$ cat src/rtl/sevseg_pkg.sv
// Shared seven-segment constants: active-high patterns for hex 0-F (bit 0 = top ... bit 6 = middle)
// and the hex-to-segment lookup used by the decoder.
package sevseg_pkg;

   localparam logic [6:0] SEG_0   = 7'b0111111;
   localparam logic [6:0] SEG_1   = 7'b0000110;
   localparam logic [6:0] SEG_2   = 7'b1011011;
   localparam logic [6:0] SEG_3   = 7'b1001111;
   localparam logic [6:0] SEG_4   = 7'b1100110;
   localparam logic [6:0] SEG_5   = 7'b1101101;
   localparam logic [6:0] SEG_6   = 7'b1111101;
   localparam logic [6:0] SEG_7   = 7'b0000111;
   localparam logic [6:0] SEG_8   = 7'b1111111;
   localparam logic [6:0] SEG_9   = 7'b1101111;
   localparam logic [6:0] SEG_A   = 7'b1110111;
   localparam logic [6:0] SEG_B   = 7'b1111100;
   localparam logic [6:0] SEG_C   = 7'b0111001;
   localparam logic [6:0] SEG_D   = 7'b1011110;
   localparam logic [6:0] SEG_E   = 7'b1111001;
   localparam logic [6:0] SEG_F   = 7'b1110001;
   localparam logic [6:0] SEG_OFF = 7'b0000000;

   function automatic logic [6:0] hex_to_seg(input logic [3:0] hex);
      logic [6:0] seg;
      seg = SEG_OFF;
      case (hex)
         4'h0: seg = SEG_0;
         4'h1: seg = SEG_1;
         4'h2: seg = SEG_2;
         4'h3: seg = SEG_3;
         4'h4: seg = SEG_4;
         4'h5: seg = SEG_5;
         4'h6: seg = SEG_6;
         4'h7: seg = SEG_7;
         4'h8: seg = SEG_8;
         4'h9: seg = SEG_9;
         4'hA: seg = SEG_A;
         4'hB: seg = SEG_B;
         4'hC: seg = SEG_C;
         4'hD: seg = SEG_D;
         4'hE: seg = SEG_E;
         default: seg = SEG_F;
      endcase
      return seg;
   endfunction

endpackage

$ cat src/rtl/sevseg_hex_decoder.sv
// Combinational 4-bit hex to 7-segment decode, always active-high; the top applies pin polarity.
module sevseg_hex_decoder
   import sevseg_pkg::*;
(
   input  logic [3:0] hex,
   output logic [6:0] seg
);

   assign seg = hex_to_seg(hex);

endmodule

$ cat src/rtl/seven_segment_mux.sv
// Time-multiplexed N-digit 7-segment driver: prescaled scan, frame-coherent shadow inputs, PWM
// brightness, dead cycle per slot. Define SEVSEG_LZ_BLANK_EN to auto-blank leading zeros.
module seven_segment_mux #(
   parameter int NUM_DIGITS      = 4,
   parameter int PRESCALE_W      = 4,
   parameter int BRIGHT_W        = 2,
   parameter int SEG_ACTIVE_HIGH = 1,
   parameter int EN_ACTIVE_LOW   = 1
) (
   input  logic                    clock,
   input  logic                    reset,
   input  logic [4*NUM_DIGITS-1:0] digits,
   input  logic [NUM_DIGITS-1:0]   dp,
   input  logic [NUM_DIGITS-1:0]   blank,
   input  logic [BRIGHT_W-1:0]     brightness,
   output logic [6:0]              segments,
   output logic                    dp_out,
   output logic [NUM_DIGITS-1:0]   enable,
   output logic                    frame_start
);
   import sevseg_pkg::*;

   localparam int IDX_W = (NUM_DIGITS > 1) ? $clog2(NUM_DIGITS) : 1;
   localparam logic [PRESCALE_W-1:0] P_MAX    = {PRESCALE_W{1'b1}};
   localparam logic [IDX_W-1:0]      IDX_LAST = IDX_W'(NUM_DIGITS - 1);
   localparam logic [6:0] SEG_UNLIT = (SEG_ACTIVE_HIGH != 0) ? SEG_OFF : ~SEG_OFF;
   localparam logic       DP_UNLIT  = (SEG_ACTIVE_HIGH != 0) ? 1'b0 : 1'b1;
   localparam logic [NUM_DIGITS-1:0] EN_IDLE =
      (EN_ACTIVE_LOW != 0) ? {NUM_DIGITS{1'b1}} : {NUM_DIGITS{1'b0}};

   logic [PRESCALE_W-1:0]   p_reg;
   logic [IDX_W-1:0]        idx_reg;
   logic [4*NUM_DIGITS-1:0] digits_sh_reg;
   logic [NUM_DIGITS-1:0]   dp_sh_reg;
   logic [NUM_DIGITS-1:0]   blank_sh_reg;
   logic [BRIGHT_W-1:0]     bright_sh_reg;
   logic [NUM_DIGITS-1:0]   blank_load;

   logic [6:0]              seg_next;
   logic                    dp_next;
   logic [NUM_DIGITS-1:0]   en_next;
   logic [NUM_DIGITS-1:0]   en_onehot;
   logic                    frame_next;

   logic                    slot_end;
   logic                    frame_wrap;
   logic                    lit;
   logic [3:0]              digit_arr [NUM_DIGITS];
   logic [3:0]              cur_digit;
   logic [6:0]              cur_seg;

   assign slot_end   = (p_reg == P_MAX);
   assign frame_wrap = slot_end && (idx_reg == IDX_LAST);

   always_ff @(posedge clock) begin
      if (reset) begin
         p_reg   <= '0;
         idx_reg <= '0;
      end else begin
         p_reg <= p_reg + 1'b1;
         if (slot_end)
            idx_reg <= frame_wrap ? '0 : idx_reg + 1'b1;
      end
   end

`ifdef SEVSEG_LZ_BLANK_EN
   // zero_from[i]: digit i and every digit above it are zero
   logic [NUM_DIGITS:1]   zero_from;
   logic [NUM_DIGITS-1:0] lz_blank;

   assign zero_from[NUM_DIGITS] = 1'b1;
   assign lz_blank[0]           = 1'b0;
   for (genvar gi = 1; gi < NUM_DIGITS; gi++) begin : g_lz
      assign zero_from[gi] = (digits[4*gi +: 4] == 4'h0) && zero_from[gi+1];
      assign lz_blank[gi]  = zero_from[gi] && !dp[gi];
   end
   assign blank_load = blank | lz_blank;
`else
   assign blank_load = blank;
`endif

   // Shadow copy taken only as the scan wraps to (0,0), so a frame never shows mixed inputs
   always_ff @(posedge clock) begin
      if (reset) begin
         digits_sh_reg <= '0;
         dp_sh_reg     <= '0;
         blank_sh_reg  <= '1;
         bright_sh_reg <= '0;
      end else if (frame_wrap) begin
         digits_sh_reg <= digits;
         dp_sh_reg     <= dp;
         blank_sh_reg  <= blank_load;
         bright_sh_reg <= brightness;
      end
   end

   for (genvar gi = 0; gi < NUM_DIGITS; gi++) begin : g_digit
      assign digit_arr[gi] = digits_sh_reg[4*gi +: 4];
   end
   assign cur_digit = digit_arr[idx_reg];

   sevseg_hex_decoder u_hex_decoder (
      .hex (cur_digit),
      .seg (cur_seg)
   );

   assign lit = !blank_sh_reg[idx_reg]
             && (p_reg[PRESCALE_W-1 -: BRIGHT_W] <= bright_sh_reg)
             && !slot_end;

   always_comb begin
      seg_next   = SEG_UNLIT;
      dp_next    = DP_UNLIT;
      en_next    = EN_IDLE;
      en_onehot  = '0;
      en_onehot[idx_reg] = 1'b1;
      frame_next = (idx_reg == '0) && (p_reg == '0);
      if (lit) begin
         seg_next = (SEG_ACTIVE_HIGH != 0) ? cur_seg : ~cur_seg;
         dp_next  = (SEG_ACTIVE_HIGH != 0) ? dp_sh_reg[idx_reg] : ~dp_sh_reg[idx_reg];
         en_next  = (EN_ACTIVE_LOW != 0) ? ~en_onehot : en_onehot;
      end
   end

   always_ff @(posedge clock) begin
      if (reset) begin
         segments    <= SEG_UNLIT;
         dp_out      <= DP_UNLIT;
         enable      <= EN_IDLE;
         frame_start <= 1'b0;
      end else begin
         segments    <= seg_next;
         dp_out      <= dp_next;
         enable      <= en_next;
         frame_start <= frame_next;
      end
   end

endmodule
$ cat config.mk
export PLATFORM = sky130hd
export DESIGN_NAME = seven_segment_mux
export DESIGN_NICKNAME = d
export VERILOG_FILES = /design/src/rtl/sevseg_pkg.sv /design/src/rtl/sevseg_hex_decoder.sv /design/src/rtl/seven_segment_mux.sv
export SDC_FILE = /design/constraint.sdc
export NUM_CORES = 1
export LEC_CHECK = 0
export CAP_MARGIN = 0
export CELL_PAD_IN_SITES_DETAIL_PLACEMENT = 1
export CELL_PAD_IN_SITES_GLOBAL_PLACEMENT = 1
export CORE_ASPECT_RATIO = 0.75
export CORE_MARGIN = 2
export CORE_UTILIZATION = 35
export DETAILED_ROUTE_END_ITERATION = 7
export PLACE_DENSITY = 0.7
export SLEW_MARGIN = 10
export SYNTH_ARGS = -nofsm -noshare
export SYNTH_HDL_FRONTEND = slang
export SYNTH_HIERARCHICAL = 1
export SYNTH_SLANG_ARGS = --single-unit
$ cat constraint.sdc
create_clock -name clock -period 3.29 [get_ports clock]
set_clock_uncertainty 0.1 [all_clocks]
set_input_delay 0.4935 -clock clock [delete_from_list [all_inputs] [get_ports clock]]
set_output_delay 0.4935 -clock clock [all_outputs]
set_load 0.05 [all_outputs]
==> impl_metrics.py, run 1 <==
metrics = {
    "clock_network": {
        "path_clk_slew_ns": 0.08,
        "clock_tree.root_cell": "clkbuf_8",
        "cts_tree": "built",
        "cts_buffers": 5,
        "cts_htree_levels": 2,
        "clock_latency_ns": 0.30,
        "clk_path_buf_depth": 2,
        "clock_sinks": 45,
        "cts_setup_buffers": 0,
        "postCtsResizedCells": 0,
        "ctsHoldBuffers": 0,
    },
    "timing": {
        "finalMaxSlewViolations": 0,
        "rsz0062_at_grt": "no",
        "finalSetupViolCount": 0,
        "finalSetupTns_ns": 0,
        "finalHoldViolCount": 0,
        "min_period_over_period": 0.773,
        "finalCriticalPeriod_ns": 2.54,
        "clock.fmax_mhz": 393,
        "worstMarginPinSlew_ns": 0.873,
        "maxSlewHeadroom": 0.415,
    },
    "pwr": {
        "pwr-share-clk": 0.377,
        "swShare": 0.214,
        "ir_drop_mv": 0.155,
        "p_leak_uw": 0.000985,
        "finalPower_uw": 988,
        "p_seq_frac": 0.559,
        "powerDensity_nw_per_um2": 376,
        "p_switching_uw": 211,
        "comb_power_share": 0.064,
        "intPower_uw": 777,
    },
    "floorplan": {
        "core_area_um2": 5800,
        "die_area_um2": 6640,
        "die_height_um": 71.1,
        "num_rows": 24,
        "die_x_um": 93.4,
        "start_util": 0.362,
        "num_io_pins": 41,
    },
    "min_path": {
        "hp-class": "flip-flop to flip-flop",
    },
    "critical_path": {
        "critPathArrivalTime_ns": 2.64,
        "critPathTopFamily": "multiplexers",
        "slowest_stage": "mux4_1",
        "crit_chain": "mux4_1, inv_1, ha_1, inv_1, mux4_2, and4_1",
        "cp-end-kind": "flip-flop",
        "path_buf_inv": 2,
        "worstSetupStartpointType": "flip-flop",
        "worstSetupPathType": "flip-flop to flip-flop",
        "cp.required_ns": 3.39,
        "cp_max_fo": 10,
        "crit_path_max_incr_delay_ns": 0.69,
        "cpMostUsedCell": "inv_1",
    },
    "final_layout": {
        "layout.nets": 301,
        "multi_input_area_um2": 1050,
        "ff_latch_area_um2": 901,
        "drive_above_1_share": 0.0811,
        "largest_register_ffs": 16,
        "fillers": 683,
        "syn2layout_area_growth_pct": 25.0,
        "num_antenna_cells": 0,
        "final_util": 0.453,
    },
    "global_routing": {
        "grt_pass1_vias": 1553,
        "grt_usage": 0.142,
        "use_met2": 0.217,
        "use_met1": 0.192,
        "grt_overflow": 0,
        "grt.busiest_layer": "met2",
        "use_met3": 0.0415,
        "antenna_found_initial": 0,
        "grt_max_degree": 34,
        "grt_pass1_wl_um": 7330,
    },
    "logic_synthesis": {
        "yosysUniqueCellTypes": 34,
        "syn-num-nets": 268,
        "yosysSeqAreaShare": 0.429,
        "synth.ff_latch_count": 45,
        "synth_area_um2": 2100,
        "postSynthAreaPerCell_um2": 9.33,
        "syn_inst": 225,
        "yosysWarnings": 6,
    },
    "placement": {
        "gp_congestion": 0.810,
        "hpwlAfterDp_um": 3190,
        "portBuffers": 40,
    },
    "drt": {
        "wl_per_cell_um": 13.0,
        "vias": 1615,
        "drt-total-wl_um": 4380,
        "vias_per_cell": 4.79,
        "ant_nets": 0,
        "drcViolationCount": 0,
        "drt_pass1_iterations": 3,
        "drt_iter0_markers": 26,
    },
    "run_status": {
        "status": "finished clean",
    },
    "run": {
        "maxCapViolCount": 0,
    },
}
layout make-up:
type / count / share of cell area
inverter: 13 / 0.0195
multi-input combinational: 150 / 0.400
timing repair buffer: 43 / 0.161
sequential: 45 / 0.343
tap: 78 / 0.0372
clock buffer: 7 / 0.0367
clock inverter: 1 / 0.00191
through the flow:
step	setup WS, ns	cells	cell area (µm²)	hold slack, ns
2_1_floorplan	0.970	225	2100	0.330
6_report	0.748	337	2630	0.356
3_5_place_dp	0.730	329	2520	0.347
4_1_cts	0.724	337	2630	0.358
5_1_grt	0.601	337	2630	0.375
3_3_place_gp	0.839	329	2520	0.342
worst register-to-register path: cells and delay by family (launching register included):
kind	cells	cell delay (ns)
muxes	2	1.12
and+or+nand+nor	1	0.16
buffers and inverters	2	0.23
DFF	1	0.57
adders and majority gates	1	0.26
Yosys cell counts:
| master | number | area [µm²] |
|---|---|---|
| a21o_1 | 1 | 7.51 |
| a21oi_1 | 24 | 120 |
| a22oi_1 | 2 | 15.0 |
| a31oi_1 | 1 | 6.26 |
| a32oi_1 | 1 | 8.76 |
| and4_1 | 7 | 61.3 |
| and4_2 | 2 | 20.0 |
| and4b_1 | 1 | 10.0 |
| buf_2 | 5 | 25.0 |
| buf_4 | 1 | 7.51 |
| buf_6 | 3 | 33.8 |
| clkbuf_1 | 8 | 30.0 |
| dfxtp_1 | 45 | 901 |
| ha_1 | 15 | 188 |
| inv_1 | 11 | 41.3 |
| inv_2 | 1 | 3.75 |
| inv_4 | 1 | 6.26 |
| mux2_2 | 3 | 33.8 |
| mux2i_1 | 3 | 30.0 |
| mux4_1 | 5 | 131 |
| mux4_2 | 2 | 45.0 |
| nand2_1 | 54 | 203 |
| nand2b_1 | 1 | 6.26 |
| nand3_1 | 2 | 10.0 |
| nand3b_1 | 4 | 30.0 |
| nand4_1 | 5 | 31.3 |
| nor2_1 | 7 | 26.3 |
| nor2b_1 | 4 | 25.0 |
| nor3_1 | 1 | 5.00 |
| o21ai_0 | 1 | 5.00 |
| o31ai_1 | 1 | 7.51 |
| or3_2 | 1 | 7.51 |
| xnor2_1 | 1 | 8.76 |
| xor2_1 | 1 | 8.76 |
final timing paths:
kind	start	to	slack, ns	cells past startpoint
worst min-delay path	dp_sh_reg[1]	dp_sh_reg[1]	0.36	2
worst min register to register	dp_sh_reg[1]	dp_sh_reg[1]	0.36	2
worst max-delay path	idx_reg[1]	segments[3]	0.75	6
worst max register to register	idx_reg[1]	segments[3]	0.75	6
placed cells by master (no fill, tap or decap), types with 2 or more instances in the layout:
cell,Yosys,routed
and4_2,2,2
nand2_1,54,54
ha_1,15,15
nor2b_1,4,4
mux4_2,2,2
mux4_1,5,5
nand3_1,2,2
nand4_1,5,5
nor2_1,7,7
mux2_2,3,3
clkbuf_8,0,7
a22oi_1,2,2
a21oi_1,24,24
buf_4,1,3
inv_1,11,11
dfxtp_1,45,45
and4_1,7,7
nand3b_1,4,4
clkdlybuf4s50_1,0,40
mux2i_1,3,3
cell families (layout without fill, tap and decap cells):
| group | Yosys count | count (layout) | synth area share |
|---|---|---|---|
| and+or+nand+nor | 89 | 89 | 0.207 |
| xor gates and xnor gates | 2 | 2 | 0.00834 |
| buffers and inverters | 30 | 64 | 0.0703 |
| muxes | 13 | 13 | 0.114 |
| AOI/OAI and AO/OA | 31 | 31 | 0.0811 |
| DFF | 45 | 45 | 0.429 |
| adders and majority gates | 15 | 15 | 0.0894 |
power by group through the flow:
stage / sequential (µW) / combinational (µW) / clock [µW]
after floorplan: 568 / 19.7 / 0
after global placement: 566 / 61.6 / 0
after detailed placement: 566 / 63.2 / 0
after CTS: 553 / 63.5 / 386
after global routing: 554 / 68.1 / 410
final: 553 / 63.0 / 372
metal layers:
metal | wire length, µm | vias to the layer above
met5 | 0 | -
met4 | 57 | 0
met3 | 206 | 8
met2 | 1800 | 35
met1 | 2320 | 746
li1 | - | 826
No activity file was read; power rests on OpenSTA's default activity.
==> inputs of run 2 (changes only) <==
==> constraint.sdc (replaced) <==
create_clock -name clock -period 2.4 [get_ports clock]
set_clock_uncertainty 0.1 [all_clocks]
set_input_delay 0.36 -clock clock [delete_from_list [all_inputs] [get_ports clock]]
set_output_delay 0.36 -clock clock [all_outputs]
set_load 0.05 [all_outputs]
==> impl_metrics.py, run 2 (synthesis results as in run 1) <==
metrics = {
    "global_routing": {
        "grt_max_degree": 27,
        "grt_usage": 0.143,
        "grt_pass1_wl_um": 7470,
        "grt_overflow": 0,
        "antenna_found_initial": 0,
        "grt_pass1_vias": 1586,
    },
    "critical_path": {
        "cp_max_fo": 5,
        "worstSetupStartpointType": "flip-flop",
        "r2r_end": "segments[3]",
        "cp-end-kind": "flip-flop",
        "cp.required_ns": 2.50,
        "critPathArrivalTime_ns": 2.38,
        "rr_worst_depth": 6,
        "rr_startpoint": "idx_reg[1]",
        "worstSetupPathType": "flip-flop to flip-flop",
        "r2r_setup_slack_ns": 0.12,
    },
    "final_layout": {
        "drive_above_1_share": 0.113,
        "final_cells": 343,
        "fillers": 678,
        "layout.nets": 307,
        "syn2layout_area_growth_pct": 26.4,
        "largest_register_ffs": 16,
        "num_antenna_cells": 0,
        "final_common_cell": "nand2_1",
        "mostFrequentLayoutCells": "nand2_1, dfxtp_1, clkdlybuf4s50_1, a21oi_1, ha_1",
    },
    "placement": {
        "dpl.cell_count": 335,
        "hpwlAfterDp_um": 3260,
        "gp_congestion": 0.780,
        "portBuffers": 40,
    },
    "drt": {
        "drt_iter0_markers": 31,
        "top_layer_used": "met4",
        "drt-total-wl_um": 4390,
        "wl_per_cell_um": 12.8,
        "ant_nets": 0,
        "drcViolationCount": 0,
        "vias_per_cell": 4.65,
        "vias": 1595,
        "wl_met1_um": 2380,
        "drt_pass1_iterations": 3,
        "dr_wl_met2_um": 1780,
        "wl_met3_um": 174,
    },
    "timing": {
        "finalSetupViolCount": 0,
        "finalCriticalPeriod_ns": 2.28,
        "holdWs_ns": 0.355,
        "min_period_over_period": 0.951,
        "finalMaxSlewViolations": 0,
        "rsz0062_at_grt": "no",
        "worstMarginPinSlew_ns": 0.497,
        "finalSetupTns_ns": 0,
        "maxSlewHeadroom": 0.668,
        "finalHoldViolCount": 0,
        "clock.fmax_mhz": 438,
    },
    "floorplan": {
        "num_io_pins": 41,
        "die_height_um": 71.1,
        "start_util": 0.362,
        "die_area_um2": 6640,
        "core_area_um2": 5800,
        "num_rows": 24,
        "die_x_um": 93.4,
    },
    "run_status": {
        "status": "finished clean",
    },
    "clock_network": {
        "cts_htree_levels": 2,
        "cts_tree": "built",
        "path_clk_slew_ns": 0.09,
        "clock_latency_ns": 0.30,
        "cts_setup_buffers": 0,
        "clock_sinks": 45,
        "cts_buffers": 5,
        "clk_path_buf_depth": 2,
        "clock_tree.root_cell": "clkbuf_8",
    },
    "min_path": {
        "whs_endpoint": "digits_sh_reg[14]",
        "hp-class": "flip-flop to flip-flop",
        "hold_depth": 2,
        "hp-start": "digits_sh_reg[14]",
    },
    "run": {
        "maxCapViolCount": 0,
    },
    "pwr": {
        "ir_drop_mv": 0.181,
        "powerDensity_nw_per_um2": 496,
        "finalPower_uw": 1320,
        "p_leak_uw": 0.000986,
    },
}
run 2: metal layers:
layer	GRT usage	up-vias
met5	0	-
met4	0.0392	0
met3	0.0383	5
met2	0.219	34
met1	0.199	717
li1	-	839
run 2: worst max-delay path, cell delays in order, from the launching register on:
cell     delay (ns)
dfxtp_2        0.40
mux4_2         0.57
inv_1          0.18
ha_1           0.27
inv_1          0.06
mux4_2         0.44
and4_1         0.16
run 2: how the worst max path moves through the flow:
stage	start	end	slack (ns)	cells after the start
6_report	idx_reg[1]	segments[3]	0.12	6
5_1_grt	idx_reg[1]	segments[3]	0.03	6
3_5_place_dp	idx_reg[1]	segments[3]	-0.009	6
2_1_floorplan	idx_reg[1]	segments[3]	0.08	7
3_3_place_gp	idx_reg[1]	segments[3]	0.08	6
4_1_cts	idx_reg[1]	segments[3]	0.004	5
run 2: stage by stage:
| stage | instance area (µm²) | worst slack [ns] | utilization |
|---|---|---|---|
| floorplan | 2100 | 0.0801 | - |
| global placement | 2570 | 0.0816 | 0.443 |
| detailed placement | 2570 | -0.00864 | 0.443 |
| CTS | 2660 | 0.00430 | 0.458 |
| global route | 2650 | 0.0335 | 0.458 |
| finish | 2650 | 0.118 | 0.458 |
run 2: final cells by class:
class	instances	area, µm²	share of cell area
Timing Repair Buffer	49	468	0.176
Multi-Input combinational cell	150	1040	0.393
Clock buffer	5	68.8	0.0259
Sequential cell	45	902	0.340
Clock inverter	3	22.5	0.00849
Tap cell	78	97.6	0.0368
Inverter	13	51.3	0.0193
run 2: power breakdown:
part,leakage (µW),switching [µW],internal [µW]
Clock,0.0000364,266,204
Sequential,0.000364,6.09,752
Combinational,0.000586,34.4,54.8
run 2: repair_timing:
| item | in CTS | in global routing |
|---|---|---|
| gates resized for setup | 1 | 2 |
| hold buffers | 0 | 0 |
| endpoints found under the setup margin | 1 | 2 |
==> inputs of run 3 (changes only) <==
--- a/config.mk
+++ b/config.mk
@@ -18,3 +18,4 @@
 export SYNTH_HDL_FRONTEND = slang
 export SYNTH_HIERARCHICAL = 1
 export SYNTH_SLANG_ARGS = --single-unit
+export TNS_END_PERCENT = 10
==> results of run 3 <==
Final layout, timing and power as in run 2 (identical DEF).
